==> config.mk <==
export PLATFORM = sky130hd
export DESIGN_NAME = jpeg_stream_packer_flat
export DESIGN_NICKNAME = d
export VERILOG_FILES = /design/src/rtl/jpeg_enc_pkg.sv /design/src/rtl/jpeg_stream_packer_if.sv /design/src/rtl/jpeg_sync_fifo.sv /design/src/rtl/jpeg_stream_packer.sv /design/src/flat_wrapper.sv
export SDC_FILE = /design/constraint.sdc
export NUM_CORES = 1
export LEC_CHECK = 0
export BUFFER_PORTS_ARGS = -buffer_cell sky130_fd_sc_hd__clkbuf_2
export CORE_MARGIN = 1.5
export CORE_UTILIZATION = 40
export DETAILED_ROUTE_END_ITERATION = 7
export SYNTH_ARGS = -nofsm -noshare
export SYNTH_HDL_FRONTEND = slang
export SYNTH_SLANG_ARGS = --single-unit
==> constraint.sdc <==
create_clock -name clk -period 10.8 [get_ports clk]
set_input_delay 1.08 -clock clk [delete_from_list [all_inputs] [get_ports clk]]
set_output_delay 1.08 -clock clk [all_outputs]
set_load 0.01 [all_outputs]
==> src/rtl/jpeg_enc_pkg.sv <==
// Shared types for the JPEG stream packer: FSM state encoding, word width
// and the layout of one output FIFO entry.
package jpeg_enc_pkg;

   localparam int WORD_W  = 32;
   localparam int ENTRY_W = WORD_W + 4;

   typedef enum logic [1:0] {
      S_IDLE  = 2'd0,
      S_PACK  = 2'd1,
      S_FLUSH = 2'd2,
      S_DRAIN = 2'd3
   } state_e;

   typedef struct packed {
      logic              last;
      logic [2:0]        bytes;
      logic [WORD_W-1:0] data;
   } fifo_entry_t;

endpackage

==> src/rtl/jpeg_stream_packer_if.sv <==
// Word-output bus of the packer: valid/ready handshake plus word qualifiers.
interface jpeg_stream_packer_if;
   import jpeg_enc_pkg::*;

   logic [WORD_W-1:0] wr_data;
   logic              wr_valid;
   logic              wr_ready;
   logic              wr_last;
   logic [2:0]        wr_bytes;

   modport master (output wr_data, wr_valid, wr_last, wr_bytes, input wr_ready);
   modport slave  (input wr_data, wr_valid, wr_last, wr_bytes, output wr_ready);

endinterface

==> src/rtl/jpeg_sync_fifo.sv <==
// Synchronous FIFO with full/empty flags. Read data is presented directly
// from the head entry (zero while empty); a push into a full FIFO is accepted
// only when a pop happens in the same cycle.
module jpeg_sync_fifo
   import jpeg_enc_pkg::*;
#(
   parameter int DEPTH = 16,
   parameter int WIDTH = ENTRY_W
) (
   input  logic             clk,
   input  logic             reset_n,
   input  logic             push,
   input  logic [WIDTH-1:0] push_data,
   input  logic             pop,
   output logic [WIDTH-1:0] pop_data,
   output logic             full,
   output logic             empty
);

   localparam int AW = $clog2(DEPTH);

   logic [AW:0]      wr_ptr_q, wr_ptr_d;
   logic [AW:0]      rd_ptr_q, rd_ptr_d;
   logic [WIDTH-1:0] mem_q [DEPTH];
   logic             do_push;
   logic             do_pop;

   assign empty    = (wr_ptr_q == rd_ptr_q);
   assign full     = (wr_ptr_q[AW] != rd_ptr_q[AW]) &&
                     (wr_ptr_q[AW-1:0] == rd_ptr_q[AW-1:0]);
   assign do_pop   = pop && !empty;
   assign do_push  = push && (!full || do_pop);
   assign pop_data = empty ? '0 : mem_q[rd_ptr_q[AW-1:0]];

   // Next pointer values from accepted pushes and pops.
   always_comb begin
      wr_ptr_d = wr_ptr_q;
      rd_ptr_d = rd_ptr_q;
      if (do_push) wr_ptr_d = wr_ptr_q + 1'b1;
      if (do_pop)  rd_ptr_d = rd_ptr_q + 1'b1;
   end

   // Pointer registers; reset empties the FIFO.
   always_ff @(posedge clk or negedge reset_n) begin
      if (!reset_n) begin
         wr_ptr_q <= '0;
         rd_ptr_q <= '0;
      end else begin
         wr_ptr_q <= wr_ptr_d;
         rd_ptr_q <= rd_ptr_d;
      end
   end

   // Storage array; contents are don't-care until written.
   always_ff @(posedge clk) begin
      if (do_push) mem_q[wr_ptr_q[AW-1:0]] <= push_data;
   end

endmodule

==> src/rtl/jpeg_stream_packer.sv <==
// Packs the encoder byte stream into little-endian 32-bit words, buffers them
// in an output FIFO and marks the final word of each image. Bytes have no
// backpressure, so anything that cannot be stored is dropped and flagged.
module jpeg_stream_packer
   import jpeg_enc_pkg::*;
#(
   parameter int FIFO_DEPTH = 16,
   parameter int CNT_W      = 22
) (
   input  logic                 clk,
   input  logic                 reset_n,
   input  logic [7:0]           img_data,
   input  logic                 img_valid,
   input  logic                 img_done,
   jpeg_stream_packer_if.master wr,
   output logic [CNT_W-1:0]     total_bytes,
   output logic                 stream_done,
   output logic                 overflow
);

   state_e            state_q, state_d;
   logic [WORD_W-1:0] pack_data_q, pack_data_d;
   logic [2:0]        pack_cnt_q, pack_cnt_d;
   logic [CNT_W-1:0]  total_q, total_d;
   logic              overflow_q, overflow_d;
   logic              done_q, done_d;

   logic              fifo_push;
   fifo_entry_t       push_entry;
   fifo_entry_t       pop_entry;
   logic              fifo_full;
   logic              fifo_empty;
   logic              fifo_pop;

   function automatic logic [CNT_W-1:0] sat_inc(input logic [CNT_W-1:0] v);
      return (&v) ? v : v + 1'b1;
   endfunction

   jpeg_sync_fifo #(
      .DEPTH (FIFO_DEPTH),
      .WIDTH (ENTRY_W)
   ) u_fifo (
      .clk       (clk),
      .reset_n   (reset_n),
      .push      (fifo_push),
      .push_data (push_entry),
      .pop       (fifo_pop),
      .pop_data  (pop_entry),
      .full      (fifo_full),
      .empty     (fifo_empty)
   );

   assign wr.wr_valid  = !fifo_empty;
   assign wr.wr_data   = pop_entry.data;
   assign wr.wr_last   = pop_entry.last;
   assign wr.wr_bytes  = pop_entry.bytes;
   assign fifo_pop     = wr.wr_valid && wr.wr_ready;
   assign total_bytes  = total_q;
   assign stream_done  = done_q;
   assign overflow     = overflow_q;

   // Next-state, packing and FIFO-push decisions.
   always_comb begin
      state_d     = state_q;
      pack_data_d = pack_data_q;
      pack_cnt_d  = pack_cnt_q;
      total_d     = total_q;
      overflow_d  = overflow_q;
      done_d      = 1'b0;
      fifo_push   = 1'b0;
      push_entry  = '0;

      case (state_q)
         S_IDLE: begin
            if (img_valid) begin
               total_d     = {{(CNT_W-1){1'b0}}, 1'b1};
               pack_data_d = {24'b0, img_data};
               pack_cnt_d  = 3'd1;
               state_d     = img_done ? S_FLUSH : S_PACK;
            end else if (img_done) begin
               done_d = 1'b1;
            end
         end

         S_PACK: begin
            if (img_valid) begin
               total_d = sat_inc(total_q);
               if (pack_cnt_q == 3'd4) begin
                  fifo_push        = 1'b1;
                  push_entry.last  = 1'b0;
                  push_entry.bytes = 3'd4;
                  push_entry.data  = pack_data_q;
                  if (fifo_full && !fifo_pop) overflow_d = 1'b1;
                  pack_data_d = {24'b0, img_data};
                  pack_cnt_d  = 3'd1;
               end else begin
                  pack_data_d[{pack_cnt_q[1:0], 3'b000} +: 8] = img_data;
                  pack_cnt_d = pack_cnt_q + 3'd1;
               end
            end
            if (img_done) state_d = S_FLUSH;
         end

         S_FLUSH: begin
            if (img_valid) overflow_d = 1'b1;
            if (!fifo_full || fifo_pop) begin
               fifo_push        = 1'b1;
               push_entry.last  = 1'b1;
               push_entry.bytes = pack_cnt_q;
               push_entry.data  = pack_data_q;
               pack_data_d      = '0;
               pack_cnt_d       = 3'd0;
               state_d          = S_DRAIN;
            end
         end

         S_DRAIN: begin
            if (img_valid) overflow_d = 1'b1;
            if (fifo_pop && pop_entry.last) begin
               done_d  = 1'b1;
               state_d = S_IDLE;
            end
         end

         default: state_d = S_IDLE;
      endcase
   end

   // State, pack register, counters and status flags.
   always_ff @(posedge clk or negedge reset_n) begin
      if (!reset_n) begin
         state_q     <= S_IDLE;
         pack_data_q <= '0;
         pack_cnt_q  <= 3'd0;
         total_q     <= '0;
         overflow_q  <= 1'b0;
         done_q      <= 1'b0;
      end else begin
         state_q     <= state_d;
         pack_data_q <= pack_data_d;
         pack_cnt_q  <= pack_cnt_d;
         total_q     <= total_d;
         overflow_q  <= overflow_d;
         done_q      <= done_d;
      end
   end

endmodule

==> src/flat_wrapper.sv <==
// flat-port wrapper written by rule: the top's interface ports become plain ports
module jpeg_stream_packer_flat import jpeg_enc_pkg::*;
#(
   parameter int FIFO_DEPTH = 16,
   parameter int CNT_W      = 22
)
  (clk, reset_n, img_data, img_valid, img_done, total_bytes, stream_done, overflow, wr_wr_data, wr_wr_valid, wr_wr_last, wr_wr_bytes, wr_wr_ready);
  jpeg_stream_packer_if wr_i ();
  input  logic clk;
  input  logic reset_n;
  input  logic [7:0] img_data;
  input  logic img_valid;
  input  logic img_done;
  output logic [CNT_W-1:0] total_bytes;
  output logic stream_done;
  output logic overflow;
  output wire logic [$bits(wr_i.wr_data)-1:0] wr_wr_data;
  output wire logic [$bits(wr_i.wr_valid)-1:0] wr_wr_valid;
  output wire logic [$bits(wr_i.wr_last)-1:0] wr_wr_last;
  output wire logic [$bits(wr_i.wr_bytes)-1:0] wr_wr_bytes;
  input wire logic [$bits(wr_i.wr_ready)-1:0] wr_wr_ready;
  assign wr_wr_data = wr_i.wr_data;
  assign wr_wr_valid = wr_i.wr_valid;
  assign wr_wr_last = wr_i.wr_last;
  assign wr_wr_bytes = wr_i.wr_bytes;
  assign wr_i.wr_ready = wr_wr_ready;
  jpeg_stream_packer #(.FIFO_DEPTH(FIFO_DEPTH), .CNT_W(CNT_W)) u_core (.clk(clk), .reset_n(reset_n), .img_data(img_data), .img_valid(img_valid), .img_done(img_done), .wr(wr_i), .total_bytes(total_bytes), .stream_done(stream_done), .overflow(overflow));
endmodule
# Yosys cells after proc, flatten, opt, wreduce, memory -nomap -nowiden
# Memories as Yosys holds them, arrays and structs flattened.
# Index checks and enable logic that the tools add are counted.
# classes
addsub,5
n_eq_ne,16
n_shift,2
muxes,41
reduce_logical,21
# op_table
operator,count
$mux 32,4
$mux 36,3
$pmux 32 s3,1
$pmux 36 s2,1
$mux 22,3
$pmux 22 s2,1
$mux 35,1
$bwmux 32,1
$shift 8x7->32 const A,1
$shiftx 8x7->32,1
$add 22x1->22 const B,1
$reduce_and 22->1,1
$mux 1,12
$mux 3,4
$reduce_and 4->1,3
$add 5x1->5 const B,2
$mux 2,5
$ne 2x1->1 const B,5
$pmux 3 s3,1
$ne 2x2->1 const B,4
$pmux 2 s4,1
$neg 5->7,1
$logic_and 1x1->1,6
$pmux 1 s2,3
other kinds (14),19
# word_totals
ff_bits,71
ramBits,576
in_bits,13
output_inout_bits,61
wordCells,94
n_memories,1
# mem_list
memory,words,width,rd,rd_clocked_by_memory_dff,write_ports,line_no,text
u_core.u_fifo.mem_q,16,36,1,0,1,jpeg_sync_fifo.sv:24,logic [WIDTH-1:0] mem_q [DEPTH];

# Depth between registers and ports, before layout
# depth
word_depth,9
ltp_mapped,8
ltp_nobuf,7

# By module
# Synthesis repeated with hierarchy kept, for this count alone.
# unflattened
cells_unflattened,1361
hier_area_um2,25864.8
# by_module_without_submodules
mod,n_inst,cells_per_inst,area_per_inst_um2,seq_area_each_um2
jpeg_sync_fifo,1,956,22266.4,17546.8
jpeg_stream_packer,1,405,3598.5,1526.5

# Least setup slack after synthesis
# No wires, ideal clock.
# synth_timing
kind,in2reg
from,in img_valid
to,mem u_core.u_fifo.mem_q[3][0] in the netlist's numbering (enable)
setup_ns,0.474
t_arrival_ns,4.774
t_required_ns,10.326
setup_slack_ns,5.552
stages,6
path_buffers,1
path_cell_list,clkbuf_1 -> and3_1 -> nand2_1 -> a221oi_2 -> nand2_1 -> nor3_1
# synth_between
elab_chain_len,5
# synth_rtl
item,line_no,text
from (decl),flat_wrapper.sv:12,input logic img_valid;
$mux 1,jpeg_stream_packer.sv:86,if (img_valid) begin
$pmux 1 s2,jpeg_stream_packer.sv:73,case (state_q)
$logic_and 1x1->1,jpeg_sync_fifo.sv:32,assign do_push = push && (!full || do_pop);
$mux 1,jpeg_sync_fifo.sv:56,if (do_push) mem_q[wr_ptr_q[AW-1:0]] <= push_data;
$mux 1 (not written as such),jpeg_sync_fifo.sv:56,
to (decl),jpeg_sync_fifo.sv:24,
# No other way between the ends.

# Worst setup path in the final report
# layout_timing
from,reg u_core.u_fifo.rd_ptr_q[1]
to,out wr_wr_last
# layout_between
elab_chain_len,2
word_cells_on_any_way,3
cone_classes,eq/ne: 1; mux: 1; memory: 1
# layout_rtl
item,line_no,text
from (decl),jpeg_sync_fifo.sv:23,"logic [AW:0] rd_ptr_q, rd_ptr_d;"
from (signal assigned),jpeg_sync_fifo.sv:50,rd_ptr_q <= rd_ptr_d;
$mem_v2 16x36 / $eq 5x5->1 (equally long branches),--,
$mux 36 (*),jpeg_sync_fifo.sv:33,assign pop_data = empty ? '0 : mem_q[rd_ptr_q[AW-1:0]];
to (decl),flat_wrapper.sv:19,output wire logic [$bits(wr_i.wr_last)-1:0] wr_wr_last;
# Every way passes the cells marked *; elsewhere a longest branch is shown, timed or not.

==> impl_metrics.py <==
metrics = {
    "route": {
        "routed-wl-met3_mm": 3.612,
        "viasPerCell": 5.514,
        "wirelength_mm": 58.16,
        "drc": 0,
        "wl_met1_mm": 24.78,
        "dr_wl_met2_mm": 28.42,
        "vias": 12420,
        "first_pass_iters": 5,
        "routed.top_layer": "met5",
        "detail-route-antenna-nets": 0,
        "wl_per_cell_um": 25.82,
        "first_iter_violations": 1117,
    },
    "die": {
        "die_h_um": 256.3,
        "coreArea_um2": 63200,
        "rows": 92,
        "die_width_um": 256.3,
        "start_util_pct": 40.60,
        "dieArea_um2": 65680,
        "io-pin-count": 74,
    },
    "global_route": {
        "grt_overflow": 0,
        "first_global_vias": 13010,
        "grt_pass1_wl_mm": 86.18,
        "track_usage_pct": 17.94,
        "antenna_found_initial": 3,
        "grt_max_degree": 72,
    },
    "timing": {
        "final-hold-violation-count": 0,
        "drv_slew": 0,
        "period_minus_slack_ns": 5.648,
        "worstMarginPinSlew_ns": 1.246,
        "relSlewSlack_pct": 16.75,
        "tns_ns": 0,
        "rsz0062_at_grt": "false",
        "setup_violations": 0,
        "worst_hold_slack_ns": 0.4911,
        "fin_skew_ns": 0.02114,
        "fmax_mhz": 177.1,
        "timing.final.crit_share_pct": 52.30,
    },
    "layout": {
        "regArea_um2": 19090,
        "final_cells": 2253,
        "drive_above_1_share_pct": 29.78,
        "final_common_cell": "edfxtp_1",
        "multi_input_area_um2": 6412,
        "layout_common_cells": "edfxtp_1, mux4_2, clkbuf_2",
        "final_nets": 1382,
        "antenna_cells": 0,
        "area_growth_syn_to_layout_pct": 14.76,
        "fillCellCount": 5224,
    },
    "critical_path": {
        "crit_arrival_ns": 4.57,
        "path_cells": "buf_4 -> buf_4 -> mux4_2 -> mux4_2 -> and2_1 -> clkbuf_2",
        "critical_path.top_delay_family": "buffers and inverters",
        "crit_fanout": 63,
        "rrSetupSlack_ns": 6.43,
        "max_stage_delay_ns": 0.87,
        "end_kind": "output port",
        "required_ns": 9.72,
        "startpoint_type": "flip-flop",
        "crit_slowest_cell": "buf_4",
        "path_class": "reg2out",
        "path_buf_inv": 3,
    },
    "placement": {
        "io_buffers": 73,
        "hpwl_mm": 30.80,
        "place_inst": 2129,
        "place.gp.congestion": 0.7998,
    },
    "synthesis": {
        "synthCells": 1235,
        "async_flop_share_pct": 10.97,
        "ys_seq_elements": 647,
        "ys_dominant_reg_cell": "edfxtp_1",
        "synth_cell_type_count": 53,
        "synth_fp_nets": 1264,
        "synth_edf_count": 576,
        "synth-seq-area-share_pct": 74.33,
        "avgSynthCellArea_um2": 20.78,
        "ys_warn_count": 0,
        "syn_area_um2": 25660,
    },
    "clocking": {
        "cts.sinks": 647,
        "hold_buffers": 0,
        "cts_max_path_buffers": 3,
        "clk_latency_ns": 0.60,
        "root_buffer": "clkbuf_16",
        "clock_tree.htree_level_count": 3,
        "cts.repair.resized": 0,
        "post_cts_buffers": 0,
        "cts.clk_slew.worst_paths_ns": 0.06,
        "numCtsBuffers": 68,
        "tritoncts": "done",
    },
    "power": {
        "total_power_mw": 7.225,
        "p_per_area_nw_per_um2": 245.3,
        "vdd_ir_drop_max_mv": 0.1794,
        "p_leak_nw": 10.45,
    },
    "run_status": {
        "outcome": "completed",
    },
    "worst_hold_path": {
        "hold_class": "reg2reg",
    },
    "run": {
        "maxCapViolCount": 0,
    },
}
cell families (layout without fill, tap and decap cells):
kind of cell	count (synthesis)	after routing	share of synthesized area, %
multiplexers	187	187	16.09
AO/OA/AOI/OAI	90	90	2.570
flip-flops	647	647	74.33
XOR/XNOR	16	16	0.5461
adder cells (fa/ha/maj)	16	16	0.7802
AND/OR/NAND/NOR	208	208	4.549
buffers and inverters	71	243	1.136
final cells by class:
| cell class | count | share of cell area (%) |
|---|---|---|
| clock buffer | 86 | 6.114 |
| clock inverter | 38 | 1.470 |
| inverter | 14 | 0.1785 |
| multi-input combinational | 517 | 21.78 |
| sequential | 647 | 64.81 |
| tap | 846 | 3.595 |
| timing repair buffer | 105 | 2.056 |
worst reg2reg max path: stages, from the launching register on:
cell and delay, ns:
dfrtp_4 0.66, buf_4 0.82, buf_4 0.91, mux4_2 0.70
mux4_2 0.56, a41oi_2 0.26, mux2_1 0.34
final timing paths:
check | from | endpoint | cells past startpoint
max in group asynchronous | reset_n | u_core.u_fifo.rd_ptr_q[1] | 2
min in group asynchronous | reset_n | u_core.total_bytes[21] | 2
max reg2reg | u_core.u_fifo.rd_ptr_q[1] | u_core.state_q[1] | 6
min | u_core.u_fifo.rd_ptr_q[4] | u_core.u_fifo.rd_ptr_q[4] | 1
min reg2reg | u_core.u_fifo.rd_ptr_q[4] | u_core.u_fifo.rd_ptr_q[4] | 1
max | u_core.u_fifo.rd_ptr_q[1] | wr_wr_last | 6
registers in the layout, indices dropped and copies added (netlist names):
| signal | cells |
|---|---|
| u_core.pack_cnt_q | 3 |
| u_core.pack_data_q | 32 |
| u_core.total_bytes | 22 |
| u_core.state_q | 2 |
| u_core.overflow | 1 |
| u_core.u_fifo.rd_ptr_q | 5 |
| u_core.u_fifo.mem_q | 576 |
| u_core.stream_done | 1 |
| u_core.u_fifo.wr_ptr_q | 5 |
Yosys cell counts (6+ instances only):
library cell / number / share of area, %
nor2b_1: 33 / 0.80
and3_1: 7 / 0.17
nor3_1: 9 / 0.18
o21ai_0: 21 / 0.41
buf_2: 14 / 0.27
dfrtp_1: 71 / 6.9
nand2_1: 32 / 0.47
mux4_2: 180 / 16
a21oi_1: 11 / 0.21
edfxtp_1: 576 / 67
ha_1: 16 / 0.78
inv_1: 13 / 0.19
nand3_1: 18 / 0.35
xor2_1: 10 / 0.34
a22o_1: 32 / 1.1
and2_1: 41 / 1.0
xnor2_1: 6 / 0.20
buf_1: 13 / 0.19
or3_1: 7 / 0.17
nor2_1: 27 / 0.39
nand4_1: 11 / 0.27
clkbuf_1: 28 / 0.41
power by group:
| part | internal (mW) | switching (mW) |
|---|---|---|
| registers | 2.87 | 0.148 |
| logic | 0.838 | 1.03 |
| clock network | 1.35 | 0.987 |
stage by stage:
step,util [%],setup WS [ns],instance area (µm²)
2_1_floorplan,-,5.552,25660
3_3_place_gp,43.06,5.749,27210
3_5_place_dp,43.06,5.740,27210
4_1_cts,46.60,5.089,29450
5_1_grt,46.60,4.962,29450
6_report,46.60,5.152,29450
per-layer routing:
layer | up-vias | GRT usage, %
li1 | 5349 | -
met2 | 393 | 28.98
met5 | - | 0
met4 | 6 | 5.851
met1 | 6584 | 24.75
met3 | 90 | 3.242
Power figures use the tool's default switching activity.
